==> src/rtl/lcd_pkg.sv <==
// Shared types and constants for the HD44780 write controller.
package lcd_pkg;

  typedef enum logic [2:0] {
    StPwrup,
    StInitLoad,
    StIdle,
    StSetup,
    StEnHigh,
    StHold,
    StExecWait
  } lcd_state_t;

  localparam int unsigned LCD_INIT_LEN = 4;
  // Function set 8-bit/2-line, display on, clear, entry mode increment.
  localparam logic [7:0] LCD_INIT_SEQ [LCD_INIT_LEN] = '{8'h38, 8'h0C, 8'h01, 8'h06};

  localparam logic [7:0] LCD_CLEAR = 8'h01;
  localparam logic [7:0] LCD_HOME  = 8'h02;

  function automatic int unsigned max_u(input int unsigned a, input int unsigned b);
    return (a > b) ? a : b;
  endfunction

  // Clear and return-home need the long execution wait; 0x03 is home with its
  // don't-care bit set.
  function automatic logic is_long_cmd(input logic rs, input logic [7:0] data);
    return !rs && (data == LCD_CLEAR || data == LCD_HOME || data == 8'h03);
  endfunction

endpackage

==> src/rtl/lcd_timer.sv <==
// Loadable down-counter; done while the count sits at zero.
module lcd_timer #(
  parameter int unsigned Width    = 8,
  parameter int unsigned ResetVal = 0
) (
  input  logic             clk_i,
  input  logic             rst_ni,
  input  logic             load_i,
  input  logic [Width-1:0] load_val_i,
  output logic             done_o
);

  logic [Width-1:0] count_q;

  // Load has priority; otherwise count down and park at zero.
  always_ff @(posedge clk_i or negedge rst_ni) begin
    if (!rst_ni) begin
      count_q <= Width'(ResetVal);
    end else if (load_i) begin
      count_q <= load_val_i;
    end else if (count_q != '0) begin
      count_q <= count_q - 1'b1;
    end
  end

  assign done_o = (count_q == '0);

endmodule

==> src/rtl/lcd_ctrl.sv <==
// Timed HD44780 write controller with self-run power-up initialisation.
module lcd_ctrl
  import lcd_pkg::*;
#(
  parameter int unsigned SETUP_CYC = 4,
  parameter int unsigned EN_CYC    = 12,
  parameter int unsigned HOLD_CYC  = 4,
  parameter int unsigned EXEC_CYC  = 2000,
  parameter int unsigned CLEAR_CYC = 82000,
  parameter int unsigned PWRUP_CYC = 750000
) (
  input  logic        i_clk,
  input  logic        i_reset,
  input  logic        i_cmd_valid,
  input  logic        i_cmd_rs,
  input  logic [7:0]  i_cmd_data,
  output logic        o_cmd_ready,
  input  logic        i_lcd_on,
  output logic [7:0]  o_lcd_data,
  output logic        o_lcd_rs,
  output logic        o_lcd_rw,
  output logic        o_lcd_en,
  output logic        o_lcd_on,
  output logic [31:0] o_status
);

  localparam int unsigned MaxCyc = max_u(max_u(max_u(SETUP_CYC, EN_CYC), max_u(HOLD_CYC, EXEC_CYC)),
                                         max_u(CLEAR_CYC, PWRUP_CYC));
  localparam int unsigned CntW   = $clog2(MaxCyc + 1);
  localparam int unsigned IdxW   = $clog2(LCD_INIT_LEN);

  lcd_state_t      state_q, state_d;
  logic [7:0]      data_q, data_d;
  logic            rs_q, rs_d;
  logic            en_q;
  logic            on_q;
  logic            init_done_q, init_done_d;
  logic [IdxW-1:0] idx_q, idx_d;
  logic            tmr_load;
  logic [CntW-1:0] tmr_val;
  logic            tmr_done;

  lcd_timer #(
    .Width    (CntW),
    .ResetVal (PWRUP_CYC - 1)
  ) u_timer (
    .clk_i      (i_clk),
    .rst_ni     (i_reset),
    .load_i     (tmr_load),
    .load_val_i (tmr_val),
    .done_o     (tmr_done)
  );

  // Next state, bus latch and timer reloads; each timed state runs N cycles.
  always_comb begin
    state_d     = state_q;
    data_d      = data_q;
    rs_d        = rs_q;
    init_done_d = init_done_q;
    idx_d       = idx_q;
    tmr_load    = 1'b0;
    tmr_val     = '0;
    case (state_q)
      StPwrup: begin
        if (tmr_done) state_d = StInitLoad;
      end
      StInitLoad: begin
        data_d   = LCD_INIT_SEQ[idx_q];
        rs_d     = 1'b0;
        state_d  = StSetup;
        tmr_load = 1'b1;
        tmr_val  = CntW'(SETUP_CYC - 1);
      end
      StIdle: begin
        if (i_cmd_valid && init_done_q) begin
          data_d   = i_cmd_data;
          rs_d     = i_cmd_rs;
          state_d  = StSetup;
          tmr_load = 1'b1;
          tmr_val  = CntW'(SETUP_CYC - 1);
        end
      end
      StSetup: begin
        if (tmr_done) begin
          state_d  = StEnHigh;
          tmr_load = 1'b1;
          tmr_val  = CntW'(EN_CYC - 1);
        end
      end
      StEnHigh: begin
        if (tmr_done) begin
          state_d  = StHold;
          tmr_load = 1'b1;
          tmr_val  = CntW'(HOLD_CYC - 1);
        end
      end
      StHold: begin
        if (tmr_done) begin
          state_d  = StExecWait;
          tmr_load = 1'b1;
          tmr_val  = is_long_cmd(rs_q, data_q) ? CntW'(CLEAR_CYC - 1) : CntW'(EXEC_CYC - 1);
        end
      end
      StExecWait: begin
        if (tmr_done) begin
          if (init_done_q) begin
            state_d = StIdle;
          end else if (idx_q == IdxW'(LCD_INIT_LEN - 1)) begin
            init_done_d = 1'b1;
            state_d     = StIdle;
          end else begin
            idx_d   = idx_q + 1'b1;
            state_d = StInitLoad;
          end
        end
      end
      default: begin
        state_d  = StPwrup;
        tmr_load = 1'b1;
        tmr_val  = CntW'(PWRUP_CYC - 1);
      end
    endcase
  end

  // State and registered LCD pins; EN is high exactly while in StEnHigh.
  always_ff @(posedge i_clk or negedge i_reset) begin
    if (!i_reset) begin
      state_q     <= StPwrup;
      data_q      <= '0;
      rs_q        <= 1'b0;
      en_q        <= 1'b0;
      on_q        <= 1'b0;
      init_done_q <= 1'b0;
      idx_q       <= '0;
    end else begin
      state_q     <= state_d;
      data_q      <= data_d;
      rs_q        <= rs_d;
      en_q        <= (state_d == StEnHigh);
      on_q        <= i_lcd_on;
      init_done_q <= init_done_d;
      idx_q       <= idx_d;
    end
  end

  assign o_cmd_ready = (state_q == StIdle) && init_done_q;
  assign o_lcd_data  = data_q;
  assign o_lcd_rs    = rs_q;
  assign o_lcd_rw    = 1'b0;
  assign o_lcd_en    = en_q;
  assign o_lcd_on    = on_q;
  assign o_status    = {30'b0, init_done_q, ~o_cmd_ready};

endmodule

==> config.mk <==
export PLATFORM = sky130hd
export DESIGN_NAME = lcd_ctrl
export DESIGN_NICKNAME = d
export VERILOG_FILES = /design/src/rtl/lcd_pkg.sv /design/src/rtl/lcd_timer.sv /design/src/rtl/lcd_ctrl.sv
export SDC_FILE = /design/constraint.sdc
export NUM_CORES = 1
export LEC_CHECK = 0
export ABC_CLOCK_PERIOD_IN_PS = 2800
export CAP_MARGIN = 20
export CORE_MARGIN = 2
export CORE_UTILIZATION = 30
export CTS_CLUSTER_SIZE = 12
export DETAILED_ROUTE_END_ITERATION = 10
export PLACE_DENSITY = 0.55
export SYNTH_ARGS = -nofsm -noshare
export SYNTH_HDL_FRONTEND = slang
export SYNTH_SLANG_ARGS = --single-unit
==> constraint.sdc <==
create_clock -name i_clk -period 2.8 [get_ports i_clk]
set_clock_uncertainty 0.1 [all_clocks]
set_input_delay 0.56 -clock i_clk [delete_from_list [all_inputs] [get_ports i_clk]]
set_output_delay 0.56 -clock i_clk [all_outputs]
set_load 0.05 [all_outputs]
==> results list <==
* Status: finished clean
- The repair_antennas step left the layout with diodes totalling 0.
- The die is 92.55 um wide.
- Clock buffers created by TritonCTS: 5
* Cell accounting for the most synthesized area: dfrtp_1
* Synth Instances: 252
- Synthesized area per cell: 9.334 um2
- The setup path with the least slack is of type reg -> reg.
- The share of total power dissipated in sequential elements is 46.7%.
* Die boundary height: 92.55 um
* Layout area overhead: 15.32%
- Total count of max-transition violations in the final report: 0
* ANT nets after route: 0
- Switching part of the total power: 26.73%
- First element of the critical path: u_timer.count_q[3]
- Final weighted congestion of routability-driven global placement: 0.7278
* CTS Root Buffer Type: clkbuf_8
- Count of instances resized after the clock tree is built: 0
- Along the worst path, the maximum fanout reaches 11.
- Fraction of synthesis flops using an asynchronous set or reset pin: 100.0%
- The first global-routing pass estimated 8.562 mm of wire.
- Final Net Count: 295
- The synthesized design contains 0 enable-type register cells.
* Sequential-to-total area share from yosys stat: 40.05%
* Clock buffer depth: 2
- Design internal power: 0.0008405 W
- Remaining max-slew budget at the tightest pin: 43.49%
- DR vias/cell: 4.676
* Switching power: 0.0003067 W
- Per report_power, the combinational group accounts for 10.6% of the total.
* Number of H-tree levels: 2
- Dominant cell by count in the synthesized netlist: buf_4
- The kind of cell with the highest combined delay along the critical path is simple AND/OR/NAND/NOR gates.
- Number of register bits inferred by synthesis: 37
* Via count of the first global-routing pass: 1748
* Overall power after layout: 0.001147 W
- Traced cell by cell, the critical path runs through or4_4 -> or3_4 -> or4_4 -> xor2_1 -> o21ai_2.
* Unrepaired setup endpoints after global routing: no
- In this run the static leakage power is 1.205 nW.
- WL/cell: 13.28 um
* Initial antenna violation count: 0
- Data on the critical path arrives at its endpoint at 2.34 ns.
* Clock sink total: 37
* Pre-antenna DRT Iters: 4
* Cell variety after synth: 60
* Maximum achievable frequency: 441.4 MHz
- The top cell type by area accounts for 25.53% of the synthesized area.
* Most instantiated cells after synthesis: 32 x buf_4, 25 x nand2_1, 24 x dfrtp_1, 16 x nor2_1, 15 x o21ai_0
* Actual slew at the worst max-slew pin: 0.8477 ns
* Postcts setup bufs: 0
* IO Count: 58
- Clock tree from TritonCTS: yes
* Main flop type after synthesis: dfrtp_1
- Clock latency on the worst-skew pair: 0.29 ns
- Min-delay worst type: in -> async
- Sum of negative setup slack: 0 ns
* Die Footprint: 8566 um2
* Worst path buffer plus inverter count: 0
* Proportion of layout cells with a drive suffix above 1: 16.19%
* Worst path required time: 2.87 ns
- After synthesis, the cell types taking the most area are dfrtp_1 26%, dfstp_2 15%, buf_4 10%.
- Crit end category: flip-flop
- After layout, the minimum clock period comes to 2.266 ns.
- Hold bufs inserted after CTS: 0
- Initial Util: 30.76%
- The detailed router placed 1777 vias in this run.
- Crit path top cell by count: or4_4
- Detailed placement finished with a half-perimeter wire length of 3.673 mm.
- On the critical path, the stage with the largest delay is an instance of or4_4.
- Total number of placement rows: 32
- GR Util All Layers: 12.57%
* Hold Fails Final Rpt: 0
- In this run the standard cell core region covers 7647 um2.
- Synth warn: 0
- Largest net degree at the start of global routing: 38
- Global routing finished with a remaining overflow of 0.
- Fraction of power consumed by the clock network: 42.7%
- In this run, the number of DRC markers left after iteration 0 of detailed routing was 136.
- Of the available clock period, the critical path in the final layout requires 80.91%.
- Max-cap violations in this run came to 0.
* Launching point of the worst reg2reg path: u_timer.count_q[3]
- After detailed routing, the total wire length is 5.047 mm.
- Startpoint class of the critical path: flip-flop
- Clock-pin slew was measured on the worst setup and hold paths at 0.08 ns.
- # DRC: 0
- Peak supply drop: 0.1830 mV
- Setup violations remaining at the end of the flow were counted as 0.
* Crit path largest cell delay: 0.53 ns
- Buffers placed on the I/O ports in this run total 26.
- Summing every instance area after synthesis gives 2352 um2.
* Power per standard cell area: 422.9 nW/um2
[sequential cells by signal, summed over array words and instances (netlist names)]
name             cells
u_timer.count_q     20
o_lcd_data           8
state_q              3
o_lcd_rs             1
init_done_q          1
o_lcd_en             1
idx_q                2
o_lcd_on             1
[cells in the final DEF, fill, tap and decap left out, types with 2 or more instances in the layout]
master           synthesis  routed
or2_1                    2       2
o211ai_1                 2       2
o21ai_0                 15      15
a21boi_0                 2       2
xnor2_1                  8       8
nand4b_1                 2       2
a31oi_1                  2       2
and3_1                   2       2
nand2b_1                 2       2
dfrtp_1                 24      24
nand3_1                  8       8
nor3_2                   2       2
nor4_1                   7       7
nand2_1                 25      25
ha_1                     5       5
xor2_1                   4       4
mux2i_1                  2       2
conb_1                   1      31
o31ai_1                  3       3
nor2_1                  16      16
or4_1                    2       2
nor2b_1                  2       2
clkdlybuf4s50_1          0      23
nor3_1                   6       6
or4_4                    2       2
dfstp_2                 13      13
buf_4                   32       6
o21ai_1                  6       6
clkbuf_8                 1       6
inv_1                    7       7
a21oi_1                  7       7
or3_1                    4       4
[stage by stage]
step | setup slack, ns | util, % | hold WS [ns] | cells | cell area, um2
after floorplan | 0.03560 | - | 0.1644 | 282 | 2465
after global placement | 0.4114 | 33.90 | 0.3833 | 372 | 2592
after detailed placement | 0.4401 | 33.90 | 0.3883 | 372 | 2592
after CTS | 0.5273 | 35.47 | 0.2984 | 380 | 2713
after global routing | 0.3456 | 35.47 | 0.3436 | 380 | 2713
final | 0.5344 | 35.47 | 0.2781 | 380 | 2713
[final timing paths]
path / endpoint / slack [ns] / cells past startpoint
max: u_timer.count_q[9] / 0.53 / 5
min: u_timer.count_q[15] / 0.28 / 1
max reg2reg: u_timer.count_q[9] / 0.53 / 5
min reg2reg: o_lcd_rs / 0.40 / 2
max in group asynchronous: o_lcd_data[6] / 1.80 / 1
min in group i_clk: o_lcd_rs / 0.40 / 2
[area by class of cell]
class / instances / area [um2]
well taps: 102 / 127.6
repair buffers: 31 / 300.3
fillers: 777 / 4935
flip-flops and latches: 37 / 942.2
clock buffers: 6 / 82.58
inverters: 7 / 26.28
multi-input cells: 195 / 1196
clock inverters: 2 / 37.54
[worst reg2reg max path, cell delays in order, from the launching register on]
cell and delay [ns]:
dfstp_2 0.39, or4_4 0.53, or3_4 0.42, or4_4 0.44, xor2_1 0.20, o21ai_2 0.07
[cells by family (layout without fill, tap and decap cells)]
logic type | Yosys count | count (layout) | share of synthesized area [%]
fa+ha+maj | 5 | 5 | 2.660
xor+xnor | 12 | 12 | 4.468
flops | 37 | 37 | 40.05
simple gates | 93 | 93 | 23.09
mux | 3 | 3 | 1.330
compound gates | 51 | 51 | 14.36
buf+inv | 50 | 46 | 13.88
other cells | 1 | 31 | 0.1594
[routing by layer]
metal / GRT usage, % / up-vias / share of wire (%)
li1: - / 869 / -
met1: 16.85 / 853 / 48
met2: 20.26 / 50 / 46
met3: 3.011 / 5 / 4.9
met4: 3.483 / 0 / 1.1
met5: 0 / - / 0
[power by group through the flow]
| stage | clock network [W] | registers [W] | logic (W) |
|---|---|---|---|
| after floorplan | 0 | 0.000548 | 0.000124 |
| after global placement | 0 | 0.000546 | 0.000121 |
| after detailed placement | 0 | 0.000546 | 0.000121 |
| after CTS | 0.000503 | 0.000536 | 0.000122 |
| after global routing | 0.000524 | 0.000536 | 0.000127 |
| final | 0.000490 | 0.000536 | 0.000121 |
Power figures use the tool's default switching activity.
